$ cat src/rtl/fetch_pc_unit.sv
// fetch_pc_unit: fetch-stage PC generator driving a synchronous instruction memory
// Ports: clk/rst_n (sync active-low); redirects next_select/jal_target (decode),
//   branch_result/branch_target and Jalr/jalr_target (execute); load stalls RUN;
//   imem_addr/imem_rdata talk to the memory; pre_address_fetch/instruction_fetch/
//   fetch_valid feed IF/ID; misalign_err is sticky when FETCH_MISALIGN_TRAP_EN is defined.
module fetch_pc_unit #(
  parameter int ADDRESS = 32,
  parameter int INSTRUCTION = 32,
  parameter logic [ADDRESS-1:0] RESET_PC = '0,
  parameter int FLUSH_CYCLES = 2
) (
  input  logic clk,
  input  logic rst_n,
  input  logic next_select,
  input  logic [ADDRESS-1:0] jal_target,
  input  logic branch_result,
  input  logic [ADDRESS-1:0] branch_target,
  input  logic Jalr,
  input  logic [ADDRESS-1:0] jalr_target,
  input  logic load,
  output logic [ADDRESS-1:0] imem_addr,
  input  logic [INSTRUCTION-1:0] imem_rdata,
  output logic [ADDRESS-1:0] pre_address_fetch,
  output logic [INSTRUCTION-1:0] instruction_fetch,
  output logic fetch_valid,
  output logic misalign_err
);
  typedef enum logic [1:0] {BOOT, RUN, FLUSH} state_t;
  state_t state_q, state_d;
  logic [ADDRESS-1:0] pc_q, pc_d, target;
  logic [2:0] cnt_q, cnt_d;
  logic redirect;
  always_comb begin
    redirect = branch_result | Jalr | next_select;
    target = branch_result ? branch_target : Jalr ? jalr_target : jal_target;
    pc_d = redirect ? {target[ADDRESS-1:2], 2'b00}
         : ((state_q == RUN && load) || state_q == FLUSH) ? pc_q
         : pc_q + ADDRESS'(4);
    state_d = (redirect && FLUSH_CYCLES != 0) ? FLUSH
            : (!redirect && state_q == FLUSH && cnt_q != 3'd1) ? FLUSH
            : RUN;
    cnt_d = redirect ? 3'(FLUSH_CYCLES) : state_q == FLUSH ? cnt_q - 3'd1 : 3'd0;
  end
  // pc_q always tracks the address whose data the memory returns this cycle
  always_ff @(posedge clk) begin
    if (!rst_n) begin
      pc_q <= RESET_PC - ADDRESS'(4);
      state_q <= BOOT;
      cnt_q <= 3'd0;
    end else begin
      pc_q <= pc_d;
      state_q <= state_d;
      cnt_q <= cnt_d;
    end
  end
`ifdef FETCH_MISALIGN_TRAP_EN
  logic err_q;
  always_ff @(posedge clk) begin
    if (!rst_n) err_q <= 1'b0;
    else err_q <= err_q | (redirect & |target[1:0]);
  end
  assign misalign_err = err_q;
`else
  assign misalign_err = 1'b0;
`endif
  // a redirect kills the younger instruction in the cycle it appears
  assign fetch_valid = state_q == RUN && !redirect;
  assign imem_addr = pc_d;
  assign pre_address_fetch = fetch_valid ? pc_q : '0;
  assign instruction_fetch = fetch_valid ? imem_rdata : '0;
endmodule

$ cat config.mk
export PLATFORM = sky130hd
export DESIGN_NAME = fetch_pc_unit
export DESIGN_NICKNAME = d
export VERILOG_FILES = /design/src/rtl/fetch_pc_unit.sv
export SDC_FILE = /design/constraint.sdc
export NUM_CORES = 1
export LEC_CHECK = 0
export ABC_AREA = 1
export BUFFER_PORTS_ARGS = -buffer_cell sky130_fd_sc_hd__clkbuf_2
export CAP_MARGIN = 10
export CORE_ASPECT_RATIO = 1.25
export CORE_MARGIN = 3
export CORE_UTILIZATION = 43
export DETAILED_ROUTE_END_ITERATION = 6
export GPL_ROUTABILITY_DRIVEN = 0
export MAX_ROUTING_LAYER = met4
export PLACE_DENSITY_LB_ADDON = 0.12
export SETUP_SLACK_MARGIN = 0.2
export SLEW_MARGIN = 10
export SYNTH_ARGS = -nofsm -noshare
export SYNTH_HDL_FRONTEND = slang
export SYNTH_SLANG_ARGS = --single-unit
$ cat constraint.sdc
create_clock -name clk -period 1.6 [get_ports clk]
set_input_delay 0.24 -clock clk [delete_from_list [all_inputs] [get_ports clk]]
set_output_delay 0.24 -clock clk [all_outputs]
set_load 0.01 [all_outputs]
=== After elaboration in Yosys (flattened, before gate mapping) ===
Index checks and enable logic that the tools add are counted.

* Bitwise logic cells: 4
* Shift operators: 0
* Equality and inequality tests: 3
* Add/sub/neg operators: 2
* Div/mod/pow operators: 0
* Muxes and demuxes: 10
* Reduce and logical (&&, ||, !) cells: 8
* Multiply operators: 0
* $lt $le $gt $ge: 0

{| class="wikitable"
|+ Operators with widths
! kind !! count
|-
| 32-bit two-way mux || 6
|-
| 32-bit by 3-bit adder with 32-bit output, second input constant || 1
|-
| 2-bit two-way mux || 4
|-
| 1-bit logical AND || 4
|-
| 3-bit by 1-bit inequality test with 1-bit output, second input constant || 1
|-
| 3-bit OR reduction || 1
|-
| 3-bit by 1-bit subtractor with 3-bit output, second input constant || 1
|-
| 2-bit by 1-bit == test with 1-bit output, second input constant || 1
|-
| 2-bit == test, second input constant || 1
|-
| 1-bit NOT || 2
|-
| 1-bit bitwise OR || 2
|-
| 2-bit OR reduction || 1
|-
| 1-bit logical NOT || 1
|-
| 1-bit logical OR || 1
|}

* Bits in writable memories: 0
* Register bits: 37
* Latch bits: 0
* Bits in read-only memories: 0
* Input port bits: 134
* Memories kept: 0

=== Logic depth before layout (Yosys ltp) ===
Gate-level depths: netlist of the first run.

* Depth after elaboration: 7
* Gate-level depth with buffers: 11
* Gate-level depth less buffers: 11

=== Least setup slack after synthesis of the first run ===
No wires, ideal clock.

* Path kind: reg2out
* Start: reg pc_q[3]
* End: out imem_addr[12]
* Buffers on the path: 0
* Data required time: 1.360 ns
* Setup slack: 0.047 ns
* Arrival: 1.313 ns
* Stages on the path, launching flop included: 8
* Cells stage by stage: dfxtp_1 ha_1 inv_1 nor2_4 nand3_1 nor2_2 o21ai_0 o21ai_0

* Word-level cells in the longest chain between the ends: 3

{| class="wikitable"
|+ Ends and longest elaborated chain
! what !! line !! source
|-
| start, declared || 30 || <nowiki>logic [ADDRESS-1:0] pc_q, pc_d, target;</nowiki>
|-
| start signal, assigned || 47 || <nowiki>pc_q <= RESET_PC - ADDRESS'(4);</nowiki>
|-
| start signal, assigned || 51 || <nowiki>pc_q <= pc_d;</nowiki>
|-
| 32-bit by 3-bit adder with 32-bit output || 38 || <nowiki>: pc_q + ADDRESS'(4);</nowiki>
|-
| 32-bit two-way mux || 37 || <nowiki>: ((state_q == RUN && load) || state_q == FLUSH) ? pc_q</nowiki>
|-
| 32-bit two-way mux || 36 || <nowiki>pc_d = redirect ? {target[ADDRESS-1:2], 2'b00}</nowiki>
|-
| end, declared || 21 || <nowiki>output logic [ADDRESS-1:0] imem_addr,</nowiki>
|}

Every way passes these cells.

=== Final worst setup path of the first run ===
* Start: reg pc_q[14]
* End: out imem_addr[29]

Same word-level chain as after synthesis.

==> results summary, run 1 <==
The run finished, with violations left. The checks that failed: negative setup slack. The length of routed met2 wiring came out at 8.739 mm. The final wirelength came out at 18.05 mm. The type of destination of the critical path is an output pin. The launch instance of the worst min-delay path is branch_target[12]. In the post-synthesis netlist, the biggest area contributors are sky130_fd_sc_hd__dfxtp_1 (22%), sky130_fd_sc_hd__nand2_1 (16%), sky130_fd_sc_hd__nand3_1 (13%). The ratio of cells with drive above 1 in the final layout is 58.31%.

The count of H-tree levels built during CTS is 2. STA classifies the critical path startpoint as a register. The number of I/O port buffers is 224. The final max-slew violation count is 0. The critical-path maximum fanout is 3. The root cell of the clock tree is sky130_fd_sc_hd__clkbuf_8. In the synthesized netlist, the cells that appear most often are sky130_fd_sc_hd__nand2_1 (147), sky130_fd_sc_hd__nor2_1 (100), sky130_fd_sc_hd__nand3_1 (90). The die height came out at 105.8 um. The floorplan step set the die width to 85.82 um. The number of warnings issued by yosys is 0.

The worst stage delay on the critical path is 0.37 ns. The cell with the largest stage delay on the worst path is sky130_fd_sc_hd__dfxtp_1. At the end of the flow the core is filled with cells to 87.53%.

The number of clock sinks seen by CTS came out at 37. The aggregate global routing overflow is 0. The core area is 7576 sq um. The wire length the detailed router placed on met1 is 6.101 mm. The number of buffers inserted for hold repair after clock tree synthesis is 0. The floorplan has 35 rows. The via count normalized by instance count is 5.668. The fraction of synthesis flops using an asynchronous set or reset pin is 0%. Setup repair after global routing could not meet its margin everywhere. sky130_fd_sc_hd__nand2_1 is the most common cell in the netlist.

Signal routing reaches up to met4. The worst endpoint data arrival time is 1.93 ns. The number of detailed-routing iterations run before antenna repair came out at 6. The share of the yosys chip area belonging to registers came out at 21.63%. The total number of nets in the final design came out at 1,027. The post-placement worst setup slack is -0.1657 ns. Counting every net in the synthesized netlist gives 740. The synthesized design contains 0 enable-type register cells.

The instance count of the mapped netlist came out at 603. TritonCTS built the clock tree. The main flop type after synthesis is sky130_fd_sc_hd__dfxtp_1. In the detailed route, the total length drawn on met3 is 2.051 mm. Of the available clock period, the critical path in the final layout requires 135.8%. The transition time at the pin with the least slew margin came out at 0.5612 ns. The hold violation count in the final report came out at 0. In this run the worst setup path begins at pc_q[14]. The number of violations of the max-capacitance limit came out at 0. For this design the top-level I/O count stands at 232. The synthesis-stage register bit count came out at 37. Measured against its own limit, the worst slew margin works out to 62.42%. The die covers 9078 sq um. The static power due to leakage is 3.518 nW. For this run, design rule violations remaining after detail routing come to 0. The remaining number of nets flagged by the antenna check after routing came out at 0.

The area share of the largest cell type after synthesis came out at 21.63%. The synthesis-to-finish area growth is 93.64%. The maximum ir drop on the vdd rail came out at 341.6 uV. The overall global routing resource usage is 31.19%. The clock insertion delay at the later pin of the skew report came out at 0.30 ns.

The number of buffers added by the clock tree synthesis step is 5. The netlist area before placement is 3425 sq um. Setup violations remaining at the end of the flow were counted as 102. The power per cell area came out at 512.4 nW/um^2. The final critical path time including I/O delays and setup came out at 2.173 ns. After layout, the worst setup slack is -0.5726 ns.

The cell taking the most area after synthesis is sky130_fd_sc_hd__dfxtp_1. The pin count of the biggest net entering global routing is 58. The detailed router finished its first iteration with 608 violations. The number of distinct library cell variants in the gate-level netlist after synthesis came out at 36. The via count of the first global-routing pass is 4,799. The maximum clock rate came out at 0.4603 GHz.

The wire length of the first global-routing pass came out at 22.29 mm. The routed wirelength normalized by instance count is 18.38 um. The average size of a mapped cell came out at 5.679 sq um. The total number of vias is 5,566.

The starting utilization of the core area came out at 45.20%. In this run the worst hold path is classified as input pin to register. The worst setup path is of the register to output pin kind.

Detailed placement ended at an HPWL of 10.38 mm. The data required time at the worst endpoint came out at 1.36 ns. Walking the worst path, the cells encountered are nand2_2, nor2_4, nand3_2, nor2_2, nand2_1, nor2_1, nand2_1, nand3_1, nand2_1, clkbuf_2.

The startpoint identified for the worst register-to-register timing path is pc_q[2]. Clock-pin slew was measured on the worst setup and hold paths at 0.07 ns. The final antenna diode count came out at 0. The worst clock skew came out at 0.01109 ns. Among the stages of the critical path, the cell type that occurs most often is sky130_fd_sc_hd__nand2_1. The number of buffers on the longest clock path is 2.

The number of antenna violations at the first check in global routing was 0.
==> flip-flops by register name (all words and copies together) (netlist names) <==
| name | count |
|---|---|
| pc_q | 32 |
| state_q | 2 |
| cnt_q | 3 |
==> cell usage in the layout (no fill, tap or decap), types with 6 or more instances in the layout <==
master	netlist	final
sky130_fd_sc_hd__clkbuf_2	0	143
sky130_fd_sc_hd__dfxtp_4	0	6
sky130_fd_sc_hd__nor2_2	5	30
sky130_fd_sc_hd__nor2_1	100	31
sky130_fd_sc_hd__nand3_1	90	59
sky130_fd_sc_hd__nand4_1	10	10
sky130_fd_sc_hd__inv_2	4	8
sky130_fd_sc_hd__buf_12	0	7
sky130_fd_sc_hd__o211ai_1	29	29
sky130_fd_sc_hd__nor2_4	4	48
sky130_fd_sc_hd__nand2_2	7	32
sky130_fd_sc_hd__nand2_4	2	6
sky130_fd_sc_hd__nand3_2	0	30
sky130_fd_sc_hd__buf_4	3	60
sky130_fd_sc_hd__inv_1	88	82
sky130_fd_sc_hd__o21ai_2	0	10
sky130_fd_sc_hd__buf_6	0	58
sky130_fd_sc_hd__dfxtp_2	0	13
sky130_fd_sc_hd__clkbuf_8	0	7
sky130_fd_sc_hd__buf_2	18	34
sky130_fd_sc_hd__buf_16	0	6
sky130_fd_sc_hd__nand2_1	147	116
sky130_fd_sc_hd__dfxtp_1	37	18
==> layout make-up <==
cell class	count	area [sq um]
clock buffer	7	86.33
sequential	37	779.5
inverter	92	350.3
timing repair buffer	309	2308
multi-input combinational	445	2992
tap	92	115.1
fill	387	944.7
==> metal layers <==
layer | global-route usage [%] | vias to the layer above
met5 | - | -
met4 | 9.050 | 0
met3 | 4.144 | 144
met2 | 56.50 | 463
met1 | 35.29 | 2480
li1 | - | 2479
==> critical path, delay by kind of cell, from the launching register on <==
family        cells  cell delay [ns]
flops             1             0.37
simple gates      9             1.11
buf+inv           1             0.16
==> logic make-up after synthesis <==
logic type,Yosys count,synth area share [%]
xor+xnor,7,1.790
other cells,1,0.1095
buf+inv,121,14.25
fa+ha+maj,3,1.096
flops,37,21.63
compound gates,53,10.19
simple gates,381,50.93
==> repair_timing <==
action | CTS | global route
setup buffers | 13 | 13
endpoints found under the setup margin | 114 | 121
pin swaps | 17 | 21
resized for setup | 134 | 222
cloned | 6 | 0
==> worst paths after layout <==
| check | endpoint | slack, ns | cells after the start |
|---|---|---|---|
| min reg2reg | cnt_q[0] | 0.46 | 1 |
| max | imem_addr[29] | -0.57 | 10 |
| max reg2reg | pc_q[5] | -0.27 | 11 |
| min | pc_q[12] | 0.23 | 3 |
==> through the flow <==
step	hold WS (ns)	power [W]	setup TNS, ns	instance area, sq um	cells
2_1_floorplan	0.4130	0.001742	0	3535	603
3_3_place_gp	0.4373	0.002268	-1.048	5104	943
3_5_place_dp	0.4551	0.002291	-1.583	5104	943
4_1_cts	0.2348	0.003090	-20.99	5916	969
5_1_grt	0.2672	0.003513	-30.57	6631	982
6_report	0.2311	0.003398	-26.00	6631	982
==> power by group <==
| group | internal (W) | switching (W) | total, W |
|---|---|---|---|
| combinational | 0.000679 | 0.000949 | 0.00163 |
| sequential | 0.000994 | 0.0000829 | 0.00108 |
| clock | 0.000343 | 0.000351 | 0.000694 |
| total | 0.00202 | 0.00138 | 0.00340 |
(Power assumes the default switching activity.)
==> run 2: changes to the inputs <==
--- a/config.mk
+++ b/config.mk
@@ -10,7 +10,7 @@
 export CAP_MARGIN = 10
 export CORE_ASPECT_RATIO = 1.25
 export CORE_MARGIN = 3
-export CORE_UTILIZATION = 43
+export CORE_UTILIZATION = 46
 export DETAILED_ROUTE_END_ITERATION = 6
 export GPL_ROUTABILITY_DRIVEN = 0
 export MAX_ROUTING_LAYER = met4
==> constraint.sdc (replaced) <==
create_clock -name clk -period 2.7 [get_ports clk]
set_input_delay 0.405 -clock clk [delete_from_list [all_inputs] [get_ports clk]]
set_output_delay 0.405 -clock clk [all_outputs]
set_load 0.01 [all_outputs]
==> results summary, run 2 (synthesis results as in run 1) <==
The count of H-tree levels built during CTS was 2 (unchanged). The worst clock skew is 0.01113 ns (+0.00004400 ns). The power per cell area is 355.3 nW/um^2 (-31%). The maximum clock rate is 0.4326 GHz. The post-CTS clock slew at the launch and capture registers of the worst setup and hold paths was 0.08 ns (about the same). CTS placed an instance of sky130_fd_sc_hd__clkbuf_8 at the clock tree root.

The transition time at the pin with the least slew margin came out at 0.6336 ns (+0.07240 ns). The core area is 7104 sq um (-6.2%). STA classifies the critical path endpoint as an output pin. The number of buffers added by the clock tree synthesis step came out at 5 (unchanged).

The count of filler cells inserted in the layout is 719 (+86%). The die footprint is 8523 sq um (-6.1%). The ratio of cells with drive above 1 in the final layout is 33.42% (-25 points).

The flow ran to the end, and the final reports show no timing, DRC or antenna violations. TritonCTS built the clock tree. The floorplan row count is 34 (-2.9%). The data required time at the worst endpoint came out at 2.30 ns (+0.94 ns). In the layout the commonest cells are sky130_fd_sc_hd__clkbuf_2 (224), sky130_fd_sc_hd__nand2_1 (146), sky130_fd_sc_hd__nor2_1 (100). The total number of vias came out at 4,566 (-18%). The clock insertion delay at the later pin of the skew report is 0.29 ns (about the same).

The final critical path time including I/O delays and setup is 2.311 ns. The DRC violation total after the first TritonRoute iteration came to 264 (-57%). The final wirelength was 11.63 mm (-36%). The number of antenna violations at the first check in global routing came out at 0 (unchanged). The detailed placement HPWL is 9.698 mm (-6.6%). The flip-flop count of the largest register, all copies and words added is 32 (unchanged). The pin count of the biggest net entering global routing is 58 (unchanged). The remaining number of nets flagged by the antenna check after routing is 0 (unchanged). The worst hold path belongs to the class input pin to register. The headroom to the max-slew limit was 57.76% (-4.7 points).

The count of pins on the block boundary came out at 232 (unchanged). The via count of the first global-routing pass is 4,068 (-15%). The final antenna diode count came to 0 (unchanged). The overall global routing resource usage is 26.74% (-4.4 points). The starting utilization of the core area came out at 48.20% (+3.0 points). The sum of negative setup slack was 0 ns (+26.00 ns).

After layout, the worst path uses 85.61% of the clock period. The final max-slew violation count came out at 0 (unchanged). Counting flops per register, the top entry is pc_q.

The worst setup path is of the register to output pin kind. The horizontal extent of the die came out at 83.18 um (-3.1%). The synthesis-to-finish area growth is 37.05%. The worst endpoint data arrival time is 1.91 ns (-0.02 ns). The hold violation count in the final report is 0 (unchanged). The critical-path maximum fanout came out at 5 (+2). The number of I/O port buffers is 224 (unchanged). Leaving out fill and tap cells, the most frequent cell in the layout is sky130_fd_sc_hd__clkbuf_2. The wire length of the first global-routing pass came to 18.26 mm (-18%). The aggregate global routing overflow is 0 (unchanged). Setup repair after global routing left no endpoint under its margin. The number of buffers on the longest clock path came out at 2 (unchanged). The routed wirelength normalized by instance count is 12.87 um (-30%). The residual DRC count came out at 0 (unchanged). In the final layout, the registers with the most flip-flops are pc_q: 32 flops, cnt_q: 3 flops, state_q: 2 flops. The number of setup violations in the final report was 0 (-100%). The die height is 102.5 um (-3.1%). The minimum setup slack in the final design is 0.3885 ns (+0.9612 ns). The number of clock sinks seen by CTS came out at 37 (unchanged). The total number of nets in the final design came out at 950 (-7.5%). The post-placement worst setup slack came out at 0.5991 ns (+0.7648 ns). The number of violations of the max-capacitance limit is 0 (unchanged). The static power due to leakage is 2.900 nW (-18%). The number of buffers inserted for hold repair after clock tree synthesis is 0 (unchanged). The number of detailed-routing iterations run before antenna repair is 5 (-1). The worst setup path is launched from a register. The via count normalized by instance count came to 5.051 (-11%). The maximum ir drop on the vdd rail is 182.8 uV (-46%).
-- run 2: changes by cell type in the layout (fill, tap and decap cells not counted), sizes merged --
| cell | before | now |
|---|---|---|
| buf | 165 | 8 |
| clkbuf | 151 | 231 |
| clkinv | 0 | 1 |
-- run 2: what timing repair did --
item / in CTS / in global routing
gates resized for setup: 0 / 2
setup buffers: 0 / 2
endpoints found under the setup margin: 0 / 6
-- run 2: report_power, final --
| part | switching (W) | total (W) | internal [W] | leakage, nW |
|---|---|---|---|---|
| Combinational | 0.000363 | 0.000600 | 0.000237 | 2.54 |
| Clock | 0.000207 | 0.000438 | 0.000231 | 0.0542 |
| Sequential | 0.0000433 | 0.000629 | 0.000586 | 0.308 |
-- run 2: routing by layer --
layer,global-route usage (%),wire length [um]
met1,30.71,4536
met2,48.64,5791
met3,4.113,1064
met4,7.170,240
met5,-,0
-- run 2: cell type report --
type                            count  area [sq um]  area share, %
Tap cell                           90         112.6          2.399
Multi-Input combinational cell    445          2198          46.84
Inverter                           92         345.3          7.358
Sequential cell                    37         742.0          15.81
Clock inverter                      1         5.005         0.1066
Timing Repair Buffer              232          1194          25.43
Clock buffer                        7         96.34          2.053
-- run 2: worst paths after layout --
kind	slack [ns]	cells after the start	end	startpoint
max reg2reg	1.07	9	pc_q[18]	pc_q[3]
max	0.39	11	imem_addr[20]	pc_q[3]
min	0.40	3	pc_q[2]	branch_target[2]
min reg2reg	0.47	2	pc_q[0]	pc_q[0]
-- run 2: through the flow --
step | instances | instance area (sq um) | hold WS [ns] | util (%) | total power (W)
after floorplan | 603 | 3425 | 0.4309 | - | 0.001008
after global placement | 894 | 4576 | 0.4441 | 64.41 | 0.001226
after detailed placement | 894 | 4576 | 0.4655 | 64.41 | 0.001236
after CTS | 902 | 4677 | 0.3996 | 65.83 | 0.001663
after global routing | 904 | 4693 | 0.4202 | 66.06 | 0.001765
final | 904 | 4693 | 0.3978 | 66.06 | 0.001668
-- run 2: worst max-delay path, cell delays in order (launching register included) --
cell and delay (ns):
sky130_fd_sc_hd__dfxtp_2 0.36, sky130_fd_sc_hd__ha_1 0.15, sky130_fd_sc_hd__inv_1 0.07, sky130_fd_sc_hd__nor2_4 0.16
sky130_fd_sc_hd__nand2_2 0.11, sky130_fd_sc_hd__nor3_4 0.19, sky130_fd_sc_hd__buf_4 0.16, sky130_fd_sc_hd__nand2_1 0.05
sky130_fd_sc_hd__nand2_1 0.06, sky130_fd_sc_hd__nand3_1 0.10, sky130_fd_sc_hd__nand2_1 0.09, sky130_fd_sc_hd__clkbuf_2 0.13
